===== config.mk =====
export PLATFORM = sky130hd
export DESIGN_NAME = hazard_scoreboard
export DESIGN_NICKNAME = d
export VERILOG_FILES = /design/src/rtl/hazard_scoreboard.sv
export SDC_FILE = /design/constraint.sdc
export NUM_CORES = 1
export LEC_CHECK = 0
export CORE_ASPECT_RATIO = 0.6
export CORE_MARGIN = 2
export CORE_UTILIZATION = 44
export DETAILED_ROUTE_END_ITERATION = 7
export GPL_ROUTABILITY_DRIVEN = 0
export PLACE_DENSITY_LB_ADDON = 0.15
export SLEW_MARGIN = 20
export SYNTH_ARGS = -nofsm -noshare
export SYNTH_HDL_FRONTEND = slang
export SYNTH_SLANG_ARGS = --single-unit

===== constraint.sdc =====
create_clock -name clk -period 3.2 [get_ports clk]
set_input_delay 0.64 -clock clk [delete_from_list [all_inputs] [get_ports clk]]
set_output_delay 0.64 -clock clk [all_outputs]
set_load 0.01 [all_outputs]

===== src/rtl/hazard_scoreboard.sv =====
// Hazard controller for the 5-stage MIPS pipeline: forwarding selects, stalls and flushes,
// a mult/div busy scoreboard and saturating stall/flush event counters.
module hazard_scoreboard #(
  parameter int REG_AW = 5,
  parameter int MD_LAT = 4,
  parameter int CNT_W  = 16
) (
  input  logic              clk,
  input  logic              rst_n,
  input  logic [REG_AW-1:0] rs_d,
  input  logic [REG_AW-1:0] rt_d,
  input  logic [REG_AW-1:0] rs_e,
  input  logic [REG_AW-1:0] rt_e,
  input  logic [REG_AW-1:0] write_reg_e,
  input  logic [REG_AW-1:0] write_reg_m,
  input  logic [REG_AW-1:0] write_reg_w,
  input  logic              reg_write_e,
  input  logic              reg_write_m,
  input  logic              reg_write_w,
  input  logic              mem_to_reg_e,
  input  logic              mem_to_reg_m,
  input  logic              branch_d,
  input  logic              branch_taken_d,
  input  logic              md_start_e,
  input  logic              md_use_d,
  input  logic              cnt_clr,
  output logic [1:0]        forward_a_e,
  output logic [1:0]        forward_b_e,
  output logic              forward_a_d,
  output logic              forward_b_d,
  output logic              stall_f,
  output logic              stall_d,
  output logic              flush_d,
  output logic              flush_e,
  output logic              md_busy,
  output logic [CNT_W-1:0]  stall_cnt,
  output logic [CNT_W-1:0]  flush_cnt
);

  localparam int MdW = (MD_LAT > 0) ? $clog2(MD_LAT + 1) : 1;
  localparam logic [CNT_W-1:0] CntMax = '1;

  logic matchE;
  logic matchM;
  logic loadUse;
  logic branchStall;
  logic mdStall;
  logic stall;
  logic flushD;
  logic [CNT_W-1:0] stallCnt_q, stallCnt_d;
  logic [CNT_W-1:0] flushCnt_q, flushCnt_d;

  // M is checked first: it holds the newer value of a register written twice in flight.
  always_comb begin
    forward_a_e = 2'b00;
    if (rs_e != '0 && rs_e == write_reg_m && reg_write_m) begin
      forward_a_e = 2'b10;
    end else if (rs_e != '0 && rs_e == write_reg_w && reg_write_w) begin
      forward_a_e = 2'b01;
    end
    forward_b_e = 2'b00;
    if (rt_e != '0 && rt_e == write_reg_m && reg_write_m) begin
      forward_b_e = 2'b10;
    end else if (rt_e != '0 && rt_e == write_reg_w && reg_write_w) begin
      forward_b_e = 2'b01;
    end
  end

  assign forward_a_d = (rs_d != '0) && (rs_d == write_reg_m) && reg_write_m && !mem_to_reg_m;
  assign forward_b_d = (rt_d != '0) && (rt_d == write_reg_m) && reg_write_m && !mem_to_reg_m;

  assign matchE = (write_reg_e != '0) && ((write_reg_e == rs_d) || (write_reg_e == rt_d));
  assign matchM = (write_reg_m != '0) && ((write_reg_m == rs_d) || (write_reg_m == rt_d));

  assign loadUse     = mem_to_reg_e && matchE;
  assign branchStall = branch_d && ((reg_write_e && matchE) || (mem_to_reg_m && matchM));
  assign mdStall     = md_use_d && md_busy;
  assign stall       = loadUse || branchStall || mdStall;

  // A stalled branch has stale operands, so its outcome must not squash anything yet.
  assign flushD = branch_d && branch_taken_d && !stall;

  assign stall_f = stall;
  assign stall_d = stall;
  assign flush_e = stall;
  assign flush_d = flushD;

  generate
    if (MD_LAT > 0) begin : gMd
      logic [MdW-1:0] mdCnt_q, mdCnt_d;

      // A new issue reloads the full latency even if the unit is still busy.
      always_comb begin
        mdCnt_d = mdCnt_q;
        if (md_start_e) begin
          mdCnt_d = MdW'(MD_LAT);
        end else if (mdCnt_q != '0) begin
          mdCnt_d = mdCnt_q - 1'b1;
        end
      end

      always_ff @(posedge clk) begin
        if (!rst_n) begin
          mdCnt_q <= '0;
        end else begin
          mdCnt_q <= mdCnt_d;
        end
      end

      assign md_busy = (mdCnt_q != '0);
    end else begin : gNoMd
      assign md_busy = 1'b0;
    end
  endgenerate

  always_comb begin
    stallCnt_d = stallCnt_q;
    flushCnt_d = flushCnt_q;
    if (cnt_clr) begin
      stallCnt_d = '0;
      flushCnt_d = '0;
    end else begin
      if (stall && stallCnt_q != CntMax) begin
        stallCnt_d = stallCnt_q + 1'b1;
      end
      if (flushD && flushCnt_q != CntMax) begin
        flushCnt_d = flushCnt_q + 1'b1;
      end
    end
  end

  always_ff @(posedge clk) begin
    if (!rst_n) begin
      stallCnt_q <= '0;
      flushCnt_q <= '0;
    end else begin
      stallCnt_q <= stallCnt_d;
      flushCnt_q <= flushCnt_d;
    end
  end

  assign stall_cnt = stallCnt_q;
  assign flush_cnt = flushCnt_q;

endmodule


==> impl_metrics.env <==
export IMPL_drive_above_1_share=0.168
export IMPL_worstHoldStart="gMd.mdCnt_q[1]"
export IMPL_area_sequential_sq_um=701
export IMPL_fin_crit_ns=3.18
export IMPL_grt_setup_unrepaired="true"
export IMPL_cp_slowest_cell="or4_1"
export IMPL_hpwl_mm=5.37
export IMPL_die_y_um=60.1
export IMPL_insertion_delay_ns=0.29
export IMPL_start_util=0.457
export IMPL_grt_pass1_wl_mm=11.1
export IMPL_status="completed"
export IMPL_report_final_slew_viol_count=0
export IMPL_synth_enable_flop_cells=0
export IMPL_skew_ns=0.00659
export IMPL_via_count=2488
export IMPL_required_ns=2.56
export IMPL_die_area_sq_um=5870
export IMPL_syn_area_sq_um=2310
export IMPL_vias_per_cell=5.22
export IMPL_cp_start_kind="input pin"
export IMPL_diodes=0
export IMPL_finalHoldViolations=0
export IMPL_synth_common_cells="38 x nor2_1, 37 x xnor2_1, 35 x dfxtp_1"
export IMPL_stdcell_count=477
export IMPL_min_path_type="reg2reg"
export IMPL_rr_startpoint="gMd.mdCnt_q[0]"
export IMPL_internal_power_uw=745
export IMPL_power_density_nw_per_um2=282
export IMPL_vdd_drop_max_mv=0.189
export IMPL_placed_cells=467
export IMPL_switchingPower_uw=289
export IMPL_drt_total_wl_mm=6.81
export IMPL_fin_crit_sh=0.994
export IMPL_comb_power_share=0.269
export IMPL_grt_pass1_vias=2276
export IMPL_io_buffers=89
export IMPL_drt_pass1_iterations=4
export IMPL_syn_area_per_cell_sq_um=8.14
export IMPL_route_detailed_drc=0
export IMPL_numCtsBuffers=5
export IMPL_crit_type="in2out"
export IMPL_slowest_delay_ns=0.55
export IMPL_max_freq_mhz=314
export IMPL_dieWidth_um=97.6
export IMPL_p_leak_nw=1.37
export IMPL_synth_ff_type="dfxtp_1"
export IMPL_clkSinkCount=35
export IMPL_first_iter_violations=88
export IMPL_max_cap_violations=0
export IMPL_yosysSeqAreaShare=0.303
export IMPL_critPathArrivalTime_ns=2.54
export IMPL_synth_distinct_cells=41
export IMPL_r2r_slack_ns=0.91
export IMPL_synth_area_top_cells="dfxtp_1 30%, xnor2_1 14%, xor2_1 9.9%, nor2_1 6.2%, nand3_1 5.2%"
export IMPL_multi_input_comb_area_sq_um=1580
export IMPL_fin_util=0.725
export IMPL_swShare=0.280
export IMPL_nets=461
export IMPL_holdPathStages=2
export IMPL_clk_pin_slew_ns=0.07
export IMPL_num_rows=20
export IMPL_end_kind="output port"
export IMPL_h_tree_depth=2
export IMPL_syn_inst=284
export IMPL_crit_fanout=3
export IMPL_cts_hold_buf=0
export IMPL_cts_tree="done"
export IMPL_pwr_share_seq=0.431
export IMPL_tightestPinTransition_ns=0.684
export IMPL_grt_ovfl_total=0
export IMPL_clockRootBuffer="clkbuf_8"
export IMPL_clockPowerShare=0.300
export IMPL_synth_most_common_cell="nor2_1"
export IMPL_core_area_sq_um=5050
export IMPL_hold_slack_ns=0.513
export IMPL_crit_path_cell_trace="clkdlybuf4s50_1 -> or4_1 -> nor2_2 -> a211oi_4 -> a2111oi_4 -> buf_2"
export IMPL_reg2reg_to="flush_cnt[3]"
export IMPL_synth_fp_nets=335
export IMPL_hold_path_end="gMd.mdCnt_q[1]"
export IMPL_async_flop_share=0
export IMPL_avgRoutedWirePerCell_um=14.3
export IMPL_antenna_found_initial=0
export IMPL_area_growth_pct=58.6
export IMPL_ys_warnings_count=0
export IMPL_setup_violations=0
export IMPL_clockBufferDepth=2
export IMPL_io_pins=90
export IMPL_synth_top_cell_by_area="dfxtp_1"
export IMPL_setup_tns_ns=0
export IMPL_r2r_cells=9
export IMPL_fillers=410
export IMPL_grt_start_max_net_pins=19
export IMPL_ys_ff_latch=35
export IMPL_relSlewSlack=0.544
export IMPL_ant_nets=0
export IMPL_synth_top_area_frac=0.303
export IMPL_grt_usage=0.236
[sequential cells by signal, indices dropped and copies added (netlist names)]
| register | count |
|---|---|
| flush_cnt | 16 |
| stall_cnt | 16 |
| gMd.mdCnt_q | 3 |
[critical path: cells and delay by family]
kind,cells,cell delay [ns]
buf+inv,2,0.68
compound gates,2,0.52
simple gates,2,0.71
[timing repair]
item | CTS | global route
endpoints found under the setup margin | 10 | 6
pin swaps | 4 | 5
setup buffers | 2 | 0
resized for setup | 15 | 17
[layout make-up]
class / instances / area share
Multi-Input combinational cell: 231 / 0.432
Clock inverter: 1 / 0.00137
Clock buffer: 7 / 0.0208
Inverter: 5 / 0.00512
Timing Repair Buffer: 132 / 0.327
Sequential cell: 35 / 0.191
Tap cell: 66 / 0.0225
[cell usage in the layout (no fill, tap or decap), types with 2 or more instances in the layout]
cell type / synthesis / routed
nor4_1: 6 / 4
nand3_1: 24 / 23
xnor2_1: 37 / 36
o21ai_0: 4 / 4
nand2b_1: 4 / 4
dlymetal6s2s_1: 0 / 3
nand4_1: 11 / 11
clkdlybuf4s50_1: 0 / 77
ha_1: 4 / 4
a21oi_1: 6 / 6
nor2_2: 0 / 2
xor2_1: 26 / 26
nand2_1: 14 / 14
and3_1: 7 / 7
a31oi_1: 3 / 3
nor2_1: 38 / 36
clkbuf_1: 6 / 2
clkbuf_2: 0 / 2
a211oi_4: 0 / 2
clkbuf_8: 0 / 5
buf_4: 4 / 43
dfxtp_1: 35 / 35
dlygate4sd2_1: 0 / 5
nor3_1: 18 / 17
inv_1: 5 / 4
or3_1: 3 / 3
or4_1: 5 / 5
and2_1: 2 / 2
[power by group through the flow]
stage / Clock, mW / Sequential [mW] / Combinational, mW
finish: 0.310 / 0.445 / 0.279
global route: 0.338 / 0.446 / 0.300
CTS: 0.315 / 0.445 / 0.271
detailed placement: 0 / 0.455 / 0.270
global placement: 0 / 0.455 / 0.265
floorplan: 0 / 0.455 / 0.126
[stage by stage]
step / setup WS [ns] / cell area, sq um / power, mW
6_report: 0.0194 / 3660 / 1.03
3_5_place_dp: -0.426 / 3520 / 0.725
4_1_cts: 0.0187 / 3620 / 1.03
2_1_floorplan: 0.143 / 2310 / 0.581
3_3_place_gp: -0.343 / 3520 / 0.720
5_1_grt: -0.00402 / 3660 / 1.08
[layer usage]
| layer | GRT usage | vias to the layer above | wire, um |
|---|---|---|---|
| met1 | 0.339 | 1154 | 3480 |
| met3 | 0.0491 | 8 | 360 |
| met4 | 0.0417 | 0 | 58 |
| li1 | - | 1252 | - |
| met5 | 0 | - | 0 |
| met2 | 0.373 | 74 | 2910 |
[worst max-delay path by stage]
stage / from / to / slack [ns] / cells past startpoint
after global placement: write_reg_e[0] / flush_e / -0.34 / 8
after global routing: write_reg_m[3] / flush_e / -0.004 / 10
after detailed placement: write_reg_e[0] / stall_d / -0.43 / 8
after CTS: write_reg_m[4] / stall_d / 0.02 / 10
final: write_reg_e[2] / flush_d / 0.02 / 6
after floorplan: write_reg_m[3] / stall_d / 0.14 / 8
[cell families (layout without fill, tap and decap cells)]
family / Yosys count / count (layout) / synth area share
AND/OR/NAND/NOR: 135 / 135 / 0.294
XOR/XNOR: 63 / 63 / 0.239
flip-flops: 35 / 35 / 0.303
AO/OA/AOI/OAI: 27 / 27 / 0.0931
buffers and inverters: 18 / 145 / 0.0401
adder cells (fa/ha/maj): 4 / 4 / 0.0217
multiplexers: 2 / 2 / 0.00920
(Power assumes the default switching activity.)
